### src/rtl/lsu_stage_pkg.sv
// Purpose : shared types for the load/store stage (memory op encoding, FSM states, request record).
// Latency : n/a (types and helper functions only).
// Backpr.  : n/a.
package lsu_stage_pkg;

  // Memory op encoding as produced by the ALU stage.
  typedef enum logic [1:0] {
    OP_LW  = 2'b00,
    OP_LBU = 2'b01,
    OP_SW  = 2'b10,
    OP_SB  = 2'b11
  } mem_op_e;

  typedef enum logic [1:0] {
    ST_IDLE      = 2'b00,
    ST_REQ       = 2'b01,
    ST_WAIT_RESP = 2'b10
  } state_e;

  // Request captured on acceptance and held for the whole transaction.
  typedef struct packed {
    mem_op_e     op;
    logic [31:0] addr;
    logic [31:0] wdata;
    logic [4:0]  rd_idx;
  } req_t;

  function automatic logic is_store(input mem_op_e op);
    return (op == OP_SW) || (op == OP_SB);
  endfunction

  // Word ops need a word-aligned address; byte ops may use any lane.
  function automatic logic is_misaligned(input mem_op_e op, input logic [1:0] byte_off);
    return ((op == OP_LW) || (op == OP_SW)) && (byte_off != 2'b00);
  endfunction

endpackage

### src/rtl/lsu_stage_lane_sel.sv
// Purpose : byte-lane write mask / store-data replication and LBU byte extraction.
// Latency : combinational.
// Backpr.  : none (pure function of its inputs).
// Ports   : op, byte_off -> we, mask, wdata_rep (store side); rdata -> load_data (load side).
module lsu_lane_sel
  import lsu_stage_pkg::*;
(
  input  mem_op_e     op,
  input  logic [1:0]  byte_off,
  input  logic [31:0] wdata,
  input  logic [31:0] rdata,
  output logic        we,
  output logic [3:0]  mask,
  output logic [31:0] wdata_rep,
  output logic [31:0] load_data
);

  always_comb begin
    we        = 1'b0;
    mask      = 4'b0000;
    wdata_rep = wdata;
    load_data = rdata;
    case (op)
      OP_SW: begin
        we   = 1'b1;
        mask = 4'b1111;
      end
      OP_SB: begin
        we        = 1'b1;
        mask      = 4'b0001 << byte_off;
        // Replicate so the selected lane carries the byte whatever the offset.
        wdata_rep = {4{wdata[7:0]}};
      end
      OP_LBU: begin
        // Little-endian: offset 0 is bits [7:0].
        load_data = {24'd0, rdata[{byte_off, 3'b000} +: 8]};
      end
      default: begin
      end
    endcase
  end

endmodule

### src/rtl/lsu_stage.sv
// Purpose : single-outstanding load/store stage between ALU and a valid/yumi memory port.
// Latency : load writeback 1 cycle after the response (>= 3 cycles after acceptance); stores retire on yumi.
// Backpr.  : ready_o only in IDLE; request held stable on mem_v_o until mem_yumi_i; loads abort after TIMEOUT_CYCLES.
// Ports   : ALU side valid_i/ready_o/op_i/addr_i/wdata_i/rd_idx_i; writeback wb_*; error pulse err_o;
//           memory side mem_v_o/mem_addr_o/mem_we_o/mem_mask_o/mem_wdata_o/mem_yumi_i/mem_resp_*.
module lsu_stage
  import lsu_stage_pkg::*;
#(
  parameter int unsigned TIMEOUT_CYCLES = 255
) (
  input  logic        clk,
  input  logic        n_reset_i,
  input  logic        valid_i,
  input  logic [1:0]  op_i,
  input  logic [31:0] addr_i,
  input  logic [31:0] wdata_i,
  input  logic [4:0]  rd_idx_i,
  output logic        ready_o,
  output logic        wb_valid_o,
  output logic [31:0] wb_data_o,
  output logic [4:0]  wb_idx_o,
  output logic        err_o,
  output logic        mem_v_o,
  output logic [29:0] mem_addr_o,
  output logic        mem_we_o,
  output logic [3:0]  mem_mask_o,
  output logic [31:0] mem_wdata_o,
  input  logic        mem_yumi_i,
  input  logic        mem_resp_v_i,
  input  logic [31:0] mem_resp_data_i
);

  localparam logic [8:0] TO_LIM = 9'(TIMEOUT_CYCLES);

  state_e      state_q, state_d;
  req_t        req_q, req_in;
  logic [7:0]  cnt_q, cnt_d;
  logic [8:0]  cnt_inc;
  logic        err_q, err_d;
  logic        wb_valid_q, wb_valid_d;
  logic [31:0] wb_data_q;
  logic [4:0]  wb_idx_q;
  logic        latch_en, wb_load_en;

  logic        lane_we;
  logic [3:0]  lane_mask;
  logic [31:0] lane_wdata;
  logic [31:0] lane_load_data;

  assign req_in = '{op: mem_op_e'(op_i), addr: addr_i, wdata: wdata_i, rd_idx: rd_idx_i};
  assign cnt_inc = {1'b0, cnt_q} + 9'd1;

  lsu_lane_sel u_lane_sel (
    .op        (req_q.op),
    .byte_off  (req_q.addr[1:0]),
    .wdata     (req_q.wdata),
    .rdata     (mem_resp_data_i),
    .we        (lane_we),
    .mask      (lane_mask),
    .wdata_rep (lane_wdata),
    .load_data (lane_load_data)
  );

  always_comb begin
    state_d    = state_q;
    cnt_d      = cnt_q;
    err_d      = 1'b0;
    wb_valid_d = 1'b0;
    latch_en   = 1'b0;
    wb_load_en = 1'b0;
    case (state_q)
      ST_IDLE: begin
        if (valid_i) begin
          latch_en = 1'b1;
          // Misaligned word ops are rejected here and never reach memory.
          if (is_misaligned(mem_op_e'(op_i), addr_i[1:0])) err_d = 1'b1;
          else                                              state_d = ST_REQ;
        end
      end
      ST_REQ: begin
        if (mem_yumi_i) begin
          if (is_store(req_q.op)) begin
            state_d = ST_IDLE;
          end else begin
            state_d = ST_WAIT_RESP;
            cnt_d   = 8'd0;
          end
        end
      end
      ST_WAIT_RESP: begin
        // A response arriving on the final counted cycle still wins over the timeout.
        if (mem_resp_v_i) begin
          wb_load_en = 1'b1;
          wb_valid_d = 1'b1;
          state_d    = ST_IDLE;
        end else if (cnt_inc == TO_LIM) begin
          err_d   = 1'b1;
          state_d = ST_IDLE;
          cnt_d   = 8'd0;
        end else begin
          cnt_d = cnt_inc[7:0];
        end
      end
      default: state_d = ST_IDLE;
    endcase
  end

  always_ff @(posedge clk or negedge n_reset_i) begin
    if (!n_reset_i) begin
      state_q    <= ST_IDLE;
      req_q      <= '0;
      cnt_q      <= 8'd0;
      err_q      <= 1'b0;
      wb_valid_q <= 1'b0;
      wb_data_q  <= 32'd0;
      wb_idx_q   <= 5'd0;
    end else begin
      state_q    <= state_d;
      cnt_q      <= cnt_d;
      err_q      <= err_d;
      wb_valid_q <= wb_valid_d;
      if (latch_en) req_q <= req_in;
      // Writeback data holds between pulses.
      if (wb_load_en) begin
        wb_data_q <= lane_load_data;
        wb_idx_q  <= req_q.rd_idx;
      end
    end
  end

  assign ready_o     = (state_q == ST_IDLE);
  assign mem_v_o     = (state_q == ST_REQ);
  assign mem_addr_o  = mem_v_o ? req_q.addr[31:2] : 30'd0;
  assign mem_we_o    = mem_v_o & lane_we;
  assign mem_mask_o  = mem_v_o ? lane_mask : 4'b0000;
  assign mem_wdata_o = mem_v_o ? lane_wdata : 32'd0;
  assign wb_valid_o  = wb_valid_q;
  assign wb_data_o   = wb_data_q;
  assign wb_idx_o    = wb_idx_q;
  assign err_o       = err_q;

endmodule
### config.mk
export PLATFORM = sky130hd
export DESIGN_NAME = lsu_stage
export DESIGN_NICKNAME = d
export VERILOG_FILES = /design/src/rtl/lsu_stage_pkg.sv /design/src/rtl/lsu_stage_lane_sel.sv /design/src/rtl/lsu_stage.sv
export SDC_FILE = /design/constraint.sdc
export NUM_CORES = 1
export LEC_CHECK = 0
export ABC_AREA = 1
export CAP_MARGIN = 20
export CORE_MARGIN = 3
export CORE_UTILIZATION = 44
export DETAILED_ROUTE_END_ITERATION = 10
export GPL_TIMING_DRIVEN = 0
export PLACE_DENSITY_LB_ADDON = 0.25
export SYNTH_ARGS = -nofsm -noshare
export SYNTH_HDL_FRONTEND = slang
export SYNTH_SLANG_ARGS = --single-unit
### constraint.sdc
create_clock -name clk -period 1.8 [get_ports clk]
set_clock_uncertainty 0.15 [all_clocks]
set_input_delay 0.45 -clock clk [delete_from_list [all_inputs] [get_ports clk]]
set_output_delay 0.45 -clock clk [all_outputs]
set_load 0.02 [all_outputs]
---- Word level (Yosys, flattened, before mapping) ----
Cells that the tools add are included.
word-level totals
  bits in registers ....................... 120
  output and inout bits ................... 108
  word-level logic and storage cells ...... 65
cells by class
  add/sub/neg operators ................... 1
  eq/ne operators ......................... 13
  shifts and indexed selects .............. 2
  mux-type cells .......................... 28
  bitwise logic cells ..................... 1
  reductions and logical operators ........ 10
operator list
  cell                 number
  $mux 32              3
  $mux 8               4
  $shiftx 32x6->8      1
  $mux 30              1
  $pmux 8 s2           1
  $mux 2               6
  $add 8x1->9 const B  1
  $eq 9x8->1 const B   1
  $mux 1               9
  $eq 2x2->1 const B   4
  $ne 2x2->1 const B   4
  $pmux 4 s2           1
  $reduce_and 4->1     2
  $pmux 2 s3           1
  $eq 2x1->1 const B   2
  $logic_not 2->1      2
  $mux 4               1
  $reduce_bool 2->1    2
  $shl 1x2->4 const A  1
  $ne 3x3->1 const B   1
  $logic_or 1x1->1     2
  $ne 2x1->1 const B   1
  $pmux 1 s2           1
  $reduce_or 2->1      1
  2 further kinds      2

---- Logic depth before layout (Yosys ltp) ----
  depth after elaboration ................. 6
  gate-level depth with buffers ........... 11
  gate-level depth less buffers ........... 11

---- Hierarchy ----
Synthesis repeated with hierarchy kept, for this count alone.
second synthesis, totals
  cells, all modules ...................... 774
  area, all modules ....................... 5,987.0 µm²
modules (own cells, without submodules)
  module        times used  cells each  area each (µm²)  sequential area each (µm²)
  lsu_stage     1           580         5,158.7          3,002.9
  lsu_lane_sel  1           194         828.3            0.0

---- Least setup slack after synthesis ----
OpenSTA, ideal clock, no wires.
  path kind ............................... register -> output
  start point ............................. reg state_q[1]
  end point ............................... out mem_mask_o[1]
  data arrival time ....................... 1.430 ns
  setup slack ............................. -0.230 ns
  stages on the path, launching flop included .. 6
  buffers on the path ..................... 0
  path through ............................ dfrtp_1 inv_1 nand2_1 nor2_1 inv_1 a21oi_1
on the way
  word-level cells in the longest chain between the ends .. 2
RTL lines
  what                    RTL line          RTL
  from (decl)             lsu_stage.sv:35   state_e state_q, state_d;
  from (signal assigned)  lsu_stage.sv:118  state_q <= state_d;
  $eq 2x1->1              lsu_stage.sv:132  assign mem_v_o = (state_q == ST_REQ);
  $mux 4                  lsu_stage.sv:135  assign mem_mask_o = mem_v_o ? lane_mask : 4'b0000;
  to (decl)               lsu_stage.sv:26   output logic [3:0] mem_mask_o,
Every way passes these cells.

---- Final worst setup path ----
  start point ............................. reg state_q[1]
  end point ............................... out mem_wdata_o[23]
on the way
  word-level cells in the longest chain between the ends .. 2
RTL lines
  what        RTL line          RTL
  $eq 2x1->1  lsu_stage.sv:132
  $mux 32     lsu_stage.sv:136  assign mem_wdata_o = mem_v_o ? lane_wdata : 32'd0;
  to (decl)   lsu_stage.sv:27   output logic [31:0] mem_wdata_o,
Every way passes these cells.

==> impl_metrics.csv <==
group,metric,value,unit
setup_path,path_max_fanout,6,
die,core_area,12200,um^2
die,die_h,119,um
setup_path,required,1.20,ns
detailed_routing,wl_per_cell,18.1,um
cells_and_area,n_fill_cell,817,
yosys,yosysSeqAreaShare,53.7,%
run_status,violations,"setup timing",
detailed_routing,vias,5517,
grt,grt_max_degree,74,
sta,rsz0062_at_grt,"yes",
grt,grt_pass1_wl,30.2,mm
die,fp-row-count,40,
grt,grtUsageTotal,27.0,%
cells_and_area,drive_above_1_share,34.2,%
cells_and_area,nNetsFinal,999,
setup_path,r2r_cells,5,
cells_and_area,post-route-util,78.6,%
placed_design,dp_hpwl,13.1,mm
placed_design,dpl_cell_area,8100,um^2
sta,setup_ws,-0.339,ns
clock_tree,cts.sinks,120,
yosys,synth.area.top_cells,"dfrtp_1 54%, a21oi_1 7.3%, nand2_1 6.8%, nor2_1 6.4%, inv_1 5.5%",
cells_and_area,multi_input_area,2720,um^2
clock_tree,insertion_delay,0.40,ns
clock_tree,cts-buffers-inserted,17,
power_and_ir_drop,pwr-share-seq,24.0,%
setup_path,cp-endpoint,"mem_wdata_o[23]",
sta,relSlewSlack,58.5,%
power_and_ir_drop,p_sw,8110,uW
grt,antenna_found_initial,0,
sta,maxSlewViolCount,0,
detailed_routing,drc,0,
run_status,outcome,"complete, but fails checks",
sta,fmax,467,MHz
detailed_routing,drtPass1Iterations,4,
setup_path,cp.arrival,1.54,ns
detailed_routing,drt_first_iter_violations,367,
detailed_routing,vias_per_cell,5.16,
grt,grtUsageMet3,8.18,%
sta,hold_viol_final,0,
detailed_routing,totalWireLength,19.4,mm
yosys,ys_types,32,
power_and_ir_drop,clockPowerShare,18.4,%
yosys,synth_top_cell_by_area,"dfrtp_1",
setup_path,crit_path_end_kind,"primary output",
setup_path,rr_endpoint,"wb_data_o[12]",
yosys,syn_nets,742,
grt,overflow,0,
power_and_ir_drop,comb_power_share,57.6,%
power_and_ir_drop,p_int,11100,uW
cells_and_area,final_cell_area,9600,um^2
clock_tree,cts_root_buffer,"clkbuf_16",
yosys,syn_inst,632,
yosys,synth_common_cells,"120 x dfrtp_1, 102 x nand2_1, 96 x nor2_1, 82 x a21oi_1, 82 x inv_1",
detailed_routing,antenna_left,0,
clock_tree,cts_buffer_depth,2,
cells_and_area,area.sequential,3010,um^2
power_and_ir_drop,p_per_area,2000,nW/um^2
yosys,synth-warning-count,0,
grt,top_usage_layer,"met2",
clock_tree,cts_tree,"built",
yosys,synth_flop_cell,"dfrtp_1",
power_and_ir_drop,p_leak,0.00452,uW
flow_run,cap_violations,0,
yosys,synth_top_area_share,53.7,%
setup_path,cp-startpoint,"state_q[1]",
grt,grt_use_met1,31.8,%
sta,finalCriticalPeriod,2.14,ns
cells_and_area,n_antenna_cell,0,
clock_tree,h-tree-depth,4,
die,ioPinCount,216,
yosys,synth.avg_cell_area,8.85,um^2
power_and_ir_drop,switching_share,42.2,%
sta,tightest_slew,0.618,ns
clock_tree,clk_pin_slew,0.05,ns
setup_path,r2r_start,"req_q[70]",
grt,grt_util_met2,46.6,%
placed_design,gp_congestion,0.850,
die,die_w,119,um
yosys,synth-async-reset-ratio,100,%
placed_design,port_buffers,215,
yosys,ys_seq_elements,120,
die,die-area,14100,um^2
grt,grt_pass1_vias,5835,
setup_path,crit_path_start_kind,"register",
sta,period_share,119,%
yosys,synth_edf_count,0,
die,initial_core_util,45.8,%
cells_and_area,syn2layout_area_growth,71.6,%
setup_path,worst-r2r-setup-slack,0.08,ns
yosys,synth_most_common_cell,"dfrtp_1",
worst_hold_path,hp-class,"register to register",
power_and_ir_drop,vdd_drop_max,1.44,mV
sta,setup_viol,69,
setup_path,critPathKind,"register to primary output",
yosys,syn-cell-area,5590,um^2
## placed cells by master (no fill, tap or decap), drive strengths merged
cell type and instances:
o31ai 22, o21bai 2, nand2 107, dfrtp 120, dlygate4sd2 39, o2111ai 1, a2bb2oi 8, mux2 24
clkinvlp 1, inv 84, nand3 9, a21oi 82, o221ai 3, clkinv 5, clkdlybuf4s15 1, nor2 101
buf 115, dlygate4sd3 1, nor3 1, nand4 2, ha 2, o22ai 5, bufinv 4, clkdlybuf4s50 106
o21ai 25, clkbuf 31
## logic make-up after synthesis
logic type	count (synthesis)	synth area share, %
buffers and inverters	118	8.95
adders and majority gates	2	0.447
muxes	24	5.50
and+or+nand+nor	220	16.1
DFF	120	53.7
AOI/OAI and AO/OA	148	15.3
## worst max-delay path, stage by stage (launching register included)
cell and delay, ns:
dfrtp_1 0.39, inv_2 0.08, nand2_4 0.08, buf_12 0.16, clkbuf_16 0.16, a21oi_2 0.13
buf_6 0.14
## what timing repair did
item,CTS,global route
hold endpoints to repair,47,0
cloned,4,1
endpoints found under the setup margin,109,136
pin swaps,21,15
setup buffers,11,5
hold buffers,1,0
gates resized for setup,537,101
## metal layers
metal	vias up	wire (um)
met5	-	0
met4	0	464
met3	36	1330
met2	214	10100
met1	2700	7520
li1	2567	-
## power by group through the flow
stage                     Sequential [uW]  Clock (uW)  Combinational [uW]
after global routing                 4720        3690               11800
after floorplan                      4840           0                4620
final                                4600        3530               11100
after CTS                            4550        3560                9990
after detailed placement             4540           0                8830
after global placement               4480           0                8690
## how the worst min path moves through the flow
stage	startpoint	end	slack, ns	cells after the start
detailed placement	n_reset_i	cnt_q[1]	0.26	1
CTS	wb_data_o[15]	wb_data_o[15]	0.33	2
global placement	wb_data_o[21]	wb_data_o[21]	0.31	2
global route	wb_data_o[20]	wb_data_o[20]	0.35	2
floorplan	n_reset_i	cnt_q[0]	0.004	0
finish	wb_data_o[19]	wb_data_o[19]	0.32	2
## flip-flops by register name (all words and copies together) (netlist names)
register,count
wb_idx_o,5
req_q,71
cnt_q,8
state_q,2
wb_valid_o,1
err_o,1
wb_data_o,32
## through the flow
| stage | hold WS [ns] | setup slack [ns] | instances | power, uW | TNS, ns |
|---|---|---|---|---|---|
| after detailed placement | 0.264 | -0.844 | 1016 | 13400 | -66.14 |
| after floorplan | 0.00441 | -0.0738 | 632 | 9460 | -3.14 |
| after CTS | 0.329 | -0.323 | 1063 | 18100 | -19.75 |
| after global routing | 0.346 | -0.388 | 1069 | 20200 | -22.91 |
| final | 0.325 | -0.339 | 1069 | 19200 | -19.62 |
| after global placement | 0.314 | -4.52 | 1015 | 13200 | -603.51 |
## layout make-up
type / count / share of cell area (%)
Buffer: 33 / 3.69
Clock buffer: 22 / 4.84
Clock inverter: 9 / 1.54
Inverter: 85 / 3.51
Multi-Input combinational cell: 394 / 28.4
Sequential cell: 120 / 31.4
Tap cell: 168 / 2.19
Timing Repair Buffer: 238 / 24.5
No activity file was read; power rests on OpenSTA's default activity.
